**src/rtl/car_sensor_driver_if.sv**
```systemverilog
// Request handshake and sensor-waveform bundle of the parking-gate car driver.
// The driver side uses the slave modport; the requester/observer uses master.
interface car_sensor_driver_if;
  logic req_valid;
  logic req_dir;
  logic req_ready;
  logic outer;
  logic inner;
  logic busy;
  logic done;
  logic done_dir;

  modport master (
    output req_valid,
    output req_dir,
    input  req_ready,
    input  outer,
    input  inner,
    input  busy,
    input  done,
    input  done_dir
  );

  modport slave (
    input  req_valid,
    input  req_dir,
    output req_ready,
    output outer,
    output inner,
    output busy,
    output done,
    output done_dir
  );
endinterface

```
**src/rtl/car_sensor_driver.sv**
```systemverilog
// Replays the outer/inner photo-sensor waveform of one car crossing the gate.
// Define CAR_DRV_GAP_EN to force GAP_CYCLES all-clear cycles between cars.
module car_sensor_driver #(
  parameter int PHASE_CYCLES = 4,
  parameter int GAP_CYCLES   = 8
) (
  input  logic                 clk,
  input  logic                 reset,
  car_sensor_driver_if.slave   bus
);

`ifdef CAR_DRV_GAP_EN
  localparam bit GAP_EN = 1'b1;
`else
  localparam bit GAP_EN = 1'b0;
`endif

  localparam int MAX_LOAD = (GAP_EN && (GAP_CYCLES > PHASE_CYCLES)) ? GAP_CYCLES : PHASE_CYCLES;
  localparam int CW       = $clog2(MAX_LOAD + 1);

  localparam logic [CW-1:0] CNT_ZERO = {CW{1'b0}};
  localparam logic [CW-1:0] CNT_ONE  = CW'(32'd1);
  localparam logic [CW-1:0] PH_LOAD  = CW'(PHASE_CYCLES - 32'sd1);
  localparam logic [CW-1:0] GAP_LOAD = CW'(GAP_CYCLES - 32'sd1);

  localparam logic [2:0] ST_IDLE = 3'd0;
  localparam logic [2:0] ST_PH1  = 3'd1;
  localparam logic [2:0] ST_PH2  = 3'd2;
  localparam logic [2:0] ST_PH3  = 3'd3;
  localparam logic [2:0] ST_GAP  = 3'd4;

  logic [2:0]    state_r, state_nx_s;
  logic [CW-1:0] cnt_r, cnt_nx_s;
  logic          dir_r, dir_nx_s;
  logic          accept_s;

  logic ready_r, outer_r, inner_r, busy_r, done_r, done_dir_r;
  logic ready_nx_s, outer_nx_s, inner_nx_s, busy_nx_s, done_nx_s, done_dir_nx_s;

  assign accept_s = bus.req_valid & ready_r & (state_r == ST_IDLE);

  // State, phase counter and latched direction.
  always_ff @(posedge clk or negedge reset) begin
    if (!reset) begin
      state_r <= ST_IDLE;
      cnt_r   <= CNT_ZERO;
      dir_r   <= 1'b0;
    end else begin
      state_r <= state_nx_s;
      cnt_r   <= cnt_nx_s;
      dir_r   <= dir_nx_s;
    end
  end

  // Next-state logic: each phase holds for PHASE_CYCLES, then advances.
  always_comb begin
    state_nx_s = state_r;
    cnt_nx_s   = cnt_r;
    dir_nx_s   = dir_r;
    case (state_r)
      ST_IDLE: begin
        if (accept_s) begin
          state_nx_s = ST_PH1;
          cnt_nx_s   = PH_LOAD;
          dir_nx_s   = bus.req_dir;
        end else begin
          cnt_nx_s   = CNT_ZERO;
        end
      end
      ST_PH1, ST_PH2: begin
        if (cnt_r == CNT_ZERO) begin
          state_nx_s = (state_r == ST_PH1) ? ST_PH2 : ST_PH3;
          cnt_nx_s   = PH_LOAD;
        end else begin
          cnt_nx_s   = cnt_r - CNT_ONE;
        end
      end
      ST_PH3: begin
        if (cnt_r != CNT_ZERO) begin
          cnt_nx_s   = cnt_r - CNT_ONE;
        end else if (GAP_EN) begin
          state_nx_s = ST_GAP;
          cnt_nx_s   = GAP_LOAD;
        end else begin
          state_nx_s = ST_IDLE;
          cnt_nx_s   = CNT_ZERO;
        end
      end
      ST_GAP: begin
        if (GAP_EN && (cnt_r != CNT_ZERO)) begin
          cnt_nx_s   = cnt_r - CNT_ONE;
        end else begin
          state_nx_s = ST_IDLE;
          cnt_nx_s   = CNT_ZERO;
        end
      end
      default: begin
        state_nx_s = ST_IDLE;
        cnt_nx_s   = CNT_ZERO;
        dir_nx_s   = 1'b0;
      end
    endcase
  end

  // Output decode; registered below so waveforms trail the state by one cycle.
  always_comb begin
    outer_nx_s    = 1'b0;
    inner_nx_s    = 1'b0;
    busy_nx_s     = 1'b0;
    case (state_r)
      ST_PH1: begin
        outer_nx_s = ~dir_r;
        inner_nx_s = dir_r;
        busy_nx_s  = 1'b1;
      end
      ST_PH2: begin
        outer_nx_s = 1'b1;
        inner_nx_s = 1'b1;
        busy_nx_s  = 1'b1;
      end
      ST_PH3: begin
        outer_nx_s = dir_r;
        inner_nx_s = ~dir_r;
        busy_nx_s  = 1'b1;
      end
      default: begin
        outer_nx_s = 1'b0;
        inner_nx_s = 1'b0;
        busy_nx_s  = 1'b0;
      end
    endcase
    // busy_r still high here means the last phase just ended.
    done_nx_s     = busy_r & ((state_r == ST_IDLE) | (state_r == ST_GAP));
    done_dir_nx_s = done_nx_s & dir_r;
    ready_nx_s    = (state_r == ST_IDLE) & ~accept_s;
  end

  // Output registers.
  always_ff @(posedge clk or negedge reset) begin
    if (!reset) begin
      ready_r    <= 1'b0;
      outer_r    <= 1'b0;
      inner_r    <= 1'b0;
      busy_r     <= 1'b0;
      done_r     <= 1'b0;
      done_dir_r <= 1'b0;
    end else begin
      ready_r    <= ready_nx_s;
      outer_r    <= outer_nx_s;
      inner_r    <= inner_nx_s;
      busy_r     <= busy_nx_s;
      done_r     <= done_nx_s;
      done_dir_r <= done_dir_nx_s;
    end
  end

  assign bus.req_ready = ready_r;
  assign bus.outer     = outer_r;
  assign bus.inner     = inner_r;
  assign bus.busy      = busy_r;
  assign bus.done      = done_r;
  assign bus.done_dir  = done_dir_r;

endmodule
```
**src/flat_wrapper.sv**
```systemverilog
// flat-port wrapper written by rule: the top's interface ports become plain ports
module car_sensor_driver_flat 
#(
  parameter int PHASE_CYCLES = 4,
  parameter int GAP_CYCLES   = 8
)
  (clk, reset, bus_req_valid, bus_req_dir, bus_req_ready, bus_outer, bus_inner, bus_busy, bus_done, bus_done_dir);
  car_sensor_driver_if bus_i ();
  input  logic clk;
  input  logic reset;
  input wire logic [$bits(bus_i.req_valid)-1:0] bus_req_valid;
  input wire logic [$bits(bus_i.req_dir)-1:0] bus_req_dir;
  output wire logic [$bits(bus_i.req_ready)-1:0] bus_req_ready;
  output wire logic [$bits(bus_i.outer)-1:0] bus_outer;
  output wire logic [$bits(bus_i.inner)-1:0] bus_inner;
  output wire logic [$bits(bus_i.busy)-1:0] bus_busy;
  output wire logic [$bits(bus_i.done)-1:0] bus_done;
  output wire logic [$bits(bus_i.done_dir)-1:0] bus_done_dir;
  assign bus_i.req_valid = bus_req_valid;
  assign bus_i.req_dir = bus_req_dir;
  assign bus_req_ready = bus_i.req_ready;
  assign bus_outer = bus_i.outer;
  assign bus_inner = bus_i.inner;
  assign bus_busy = bus_i.busy;
  assign bus_done = bus_i.done;
  assign bus_done_dir = bus_i.done_dir;
  car_sensor_driver #(.PHASE_CYCLES(PHASE_CYCLES), .GAP_CYCLES(GAP_CYCLES)) u_core (.clk(clk), .reset(reset), .bus(bus_i));
endmodule
```
**config.mk**
```make
export PLATFORM = sky130hd
export DESIGN_NAME = car_sensor_driver_flat
export DESIGN_NICKNAME = d
export VERILOG_FILES = /design/src/rtl/car_sensor_driver_if.sv /design/src/rtl/car_sensor_driver.sv /design/src/flat_wrapper.sv
export SDC_FILE = /design/constraint.sdc
export NUM_CORES = 1
export LEC_CHECK = 0
export BUFFER_PORTS_ARGS = -buffer_cell sky130_fd_sc_hd__buf_2
export CAP_MARGIN = 10
export CORE_AREA = 2 2 39 41
export DETAILED_ROUTE_END_ITERATION = 10
export DIE_AREA = 0 0 41 43
export GPL_TIMING_DRIVEN = 0
export PLACE_DENSITY = 0.66
export RECOVER_POWER = 50
export SLEW_MARGIN = 40
export SYNTH_ARGS = -nofsm -noshare
export SYNTH_HDL_FRONTEND = slang
export SYNTH_SLANG_ARGS = --single-unit
```
**constraint.sdc**
```tcl
create_clock -name clk -period 2.06 [get_ports clk]
set_input_delay 0.206 -clock clk [delete_from_list [all_inputs] [get_ports clk]]
set_output_delay 0.206 -clock clk [all_outputs]
set_load 0.005 [all_outputs]
```
==> impl_summary.md <==
Status
The flow ran to the end, and the final reports show no timing, DRC or antenna violations.

Worst setup path
The setup check on the worst reg-to-reg path leaves a slack of 370 ps. The endpoint of the lowest-slack register-to-register path is u_core.state_r[0]. The worst-path maximum fanout is 9. The number of cells traversed by the worst register-to-register path is 6. The start of the worst register-to-register path is u_core.state_r[0]. The arrival time at the worst endpoint is 1870 ps. STA classifies the critical path startpoint as a register. At the worst endpoint, the required time is 2240 ps.

The endpoint kind of the worst setup timing path is a register. The critical path start-end classification is register to register.

Placement
Buffers placed on the I/O ports in this run total 9. The half-perimeter wire length after detailed placement is ~800 um. The placed cell area is 666 um^2. The setup slack after placement is 372 ps. The routability congestion estimate from global placement is 0.735.

Including well taps, the total number of placed cells is 79.

Worst hold path
The end of the worst hold path is u_core.bus.req_ready. Along the worst hold path, the cell count comes to 2. In this run the most critical hold path is launched from bus_req_valid. The worst hold path belongs to the class primary input to register.

STA
The highest achievable clock rate is about 590 MHz. Setup repair after global routing left no endpoint under its margin. After routing, the total negative slack on setup checks comes to 0 ps. The number of failing hold endpoints at the final stage is 0. The share of the clock period used by the worst path is 82.0%. The transition time at the pin with the least slew margin is 625 ps.

The max-slew violation count is 0. The setup violation total in the final timing report is 0. The largest clock skew in the final design is 2.10 ps. The worst path meets setup with 372 ps of slack. Subtracting the final worst setup slack from the clock period gives 1690 ps. The relative slew slack is between 50 and 60%.

Drt
The routed design has 1030 um of wire. The remaining routing DRC violations is 0. Using the TritonRoute via totals, the vias-per-cell ratio works out to roughly 5.3. The number of DRC markers after the initial detailed-route iteration is 15. The number of vias after detailed routing is 438. In this run the remaining antenna-violating nets after routing total 0. The routed wire length per instance is roughly 12 um. The detailed-routing iteration count for the pre-antenna-repair pass is 4.

Flow run
Across the run, the number of max-cap violations was 0.

Synthesis
In this run, synthesis produced a sequential element count of 12. The instance count of the mapped netlist is 54. For this run, the register share of the synthesized area comes to approximately half. A synthesized cell averages 11.1 um^2. Synthesis produced a netlist with a net count of 65. After synthesis the cells add up to 601 um^2. The number of different library cells used by synthesis comes to 24. During synthesis, Yosys emitted a total of 0 warnings.

Pwr
The power per unit of standard cell area is 1480 nW/um^2. The static leakage is 0.343 nW. IR analysis of the VDD net gives a maximum drop of between 0.6 and 0.7 mV.

Cells and area
Fill cells in the final layout number 131. For this run, the number of standard cells in the final layout without fillers is between 80 and 90. Leaving out fill and tap cells, the most frequent cell in the layout is sky130_fd_sc_hd__dfrtp_1. The net count of the finished layout is 80. The number of antenna diodes in the final layout is 0. The synthesis-to-finish area growth is 15.6%. Of the cells placed in the final design, the portion with a size suffix greater than 1 is 14.9%. The top cell types in the final layout, fill and taps aside, are sky130_fd_sc_hd__dfrtp_1 (12), sky130_fd_sc_hd__ha_1 (7), sky130_fd_sc_hd__buf_2 (6).

Once layout is done, the placed cells without fillers occupy 694 um^2.

CTS
The total clock buffers created by CTS is 3. The cell at the root of the clock tree is sky130_fd_sc_hd__clkbuf_4. TritonCTS built the clock tree.

The clock reaches the later pin of the worst-skew pair after 260 ps. Clock-pin slew was measured on the worst setup and hold paths at 70 ps. The clock drives 12 sinks. CTS built an H-tree with a depth of 1. The number of setup buffers added after CTS is 0. The maximum clock path buffer count is 2.

Die
Measured along the x axis, the die boundary spans 41 um. 10 I/O pins were placed. The effective utilization at floorplan is 43.4%. The site row count is 14. The vertical die dimension is 43 um. The die covers 1760 um^2. The core footprint is 1380 um^2.

GRT
The aggregate global routing overflow is 0. The via count of the first global-routing pass came to 419. The wire length of the first global-routing pass is 1700 um.

In the global route stage, overall resource usage came out at 14.1%. The number of antenna violations at the first check in global routing is 0. The largest net degree at the start of global routing is 13.
==> critical path, cell delays in order (launching register included) <==
cell and delay (ps):
sky130_fd_sc_hd__dfrtp_1 410, sky130_fd_sc_hd__inv_1 160, sky130_fd_sc_hd__ha_1 160, sky130_fd_sc_hd__clkbuf_1 300, sky130_fd_sc_hd__nand3_1 210, sky130_fd_sc_hd__a211o_1 290, sky130_fd_sc_hd__o21ai_0 70
==> flip-flops by register name (all words and copies together), names as in the netlist <==
signal and count:
u_core.bus.busy 1, u_core.bus.done 1, u_core.bus.done_dir 1, u_core.bus.inner 1, u_core.bus.outer 1, u_core.bus.req_ready 1, u_core.cnt_r 3, u_core.dir_r 1
u_core.state_r 2
==> stage by stage <==
step | util [%] | hold WS (ps) | power [W]
6_report | 50.2 | 155 | 0.00102
5_1_grt | 50.2 | 143 | 0.00113
4_1_cts | 50.5 | 141 | 0.00104
3_5_place_dp | 48.1 | 98.4 | 0.000899
3_3_place_gp | 48.1 | 94.5 | 0.000877
2_1_floorplan | - | -89.6 | 0.000756
==> synthesized netlist by cell type <==
cell | count | share of area, %
sky130_fd_sc_hd__dfrtp_1 | 12 | 50
sky130_fd_sc_hd__ha_1 | 7 | 15
sky130_fd_sc_hd__inv_1 | 5 | 3.1
sky130_fd_sc_hd__nand2_1 | 3 | 1.9
sky130_fd_sc_hd__nor2_1 | 3 | 1.9
sky130_fd_sc_hd__a211oi_1 | 2 | 2.5
sky130_fd_sc_hd__a21oi_1 | 2 | 1.7
sky130_fd_sc_hd__nor2b_1 | 2 | 2.1
sky130_fd_sc_hd__o21ai_0 | 2 | 1.7
sky130_fd_sc_hd__o221ai_1 | 2 | 2.9
sky130_fd_sc_hd__a211o_1 | 1 | 1.5
sky130_fd_sc_hd__a21oi_2 | 1 | 1.5
sky130_fd_sc_hd__and2_1 | 1 | 1.0
sky130_fd_sc_hd__and3_1 | 1 | 1.0
sky130_fd_sc_hd__and4_1 | 1 | 1.5
sky130_fd_sc_hd__clkbuf_1 | 1 | 0.62
sky130_fd_sc_hd__mux2_1 | 1 | 1.9
sky130_fd_sc_hd__nand2b_1 | 1 | 1.0
sky130_fd_sc_hd__nand3_1 | 1 | 0.83
sky130_fd_sc_hd__o21a_1 | 1 | 1.3
sky130_fd_sc_hd__o22ai_1 | 1 | 1.0
sky130_fd_sc_hd__o2bb2ai_1 | 1 | 1.5
sky130_fd_sc_hd__o32a_1 | 1 | 1.7
sky130_fd_sc_hd__xnor2_1 | 1 | 1.5
==> where the power goes <==
part,leakage (nW),switching (W),internal (W),total (W)
combinational,0.176,0.000261,0.000220,0.000481
clock,0.0138,0.0000711,0.0000674,0.000139
sequential,0.153,0.0000766,0.000328,0.000405
==> how the worst max path moves through the flow <==
stage	start	endpoint	slack [ps]	cells past startpoint
after CTS	u_core.state_r[0]	u_core.state_r[1]	360	5
after global placement	u_core.state_r[0]	u_core.state_r[1]	400	5
final	u_core.state_r[0]	u_core.state_r[0]	370	6
after floorplan	u_core.state_r[0]	u_core.state_r[1]	510	5
after detailed placement	u_core.state_r[0]	u_core.state_r[1]	370	5
after global routing	u_core.state_r[0]	u_core.state_r[0]	230	6
==> area by class of cell <==
class	count	area (um^2)	share of cell area [%]
flip-flops and latches	12	300	43.2
multi-input cells	36	278	40.0
repair buffers	10	51.3	7.39
clock buffers	3	22.5	3.24
well taps	16	20.0	2.88
inverters	5	18.8	2.70
plain buffers	1	3.75	0.541
==> timing repair <==
item,CTS,global route
hold endpoints to repair,12,0
hold buffers,1,0
gates resized for setup,0,0
==> per-layer routing <==
layer  GRT usage, %  vias up  share of wire [%]
li1               -      215                  -
met1           19.2      205                 47
met2           21.6       18                 46
met3           4.71        0                6.7
met4           2.00        0                  0
met5              0        -                  0
==> cells by family after synthesis <==
family	share of synthesized area [%]
AOI/OAI and AO/OA	17.1
buffers and inverters	3.75
adders and majority gates	14.6
muxes	1.87
and+or+nand+nor	11.3
xor gates and xnor gates	1.46
DFF	50.0
No activity file was read; power rests on OpenSTA's default activity.
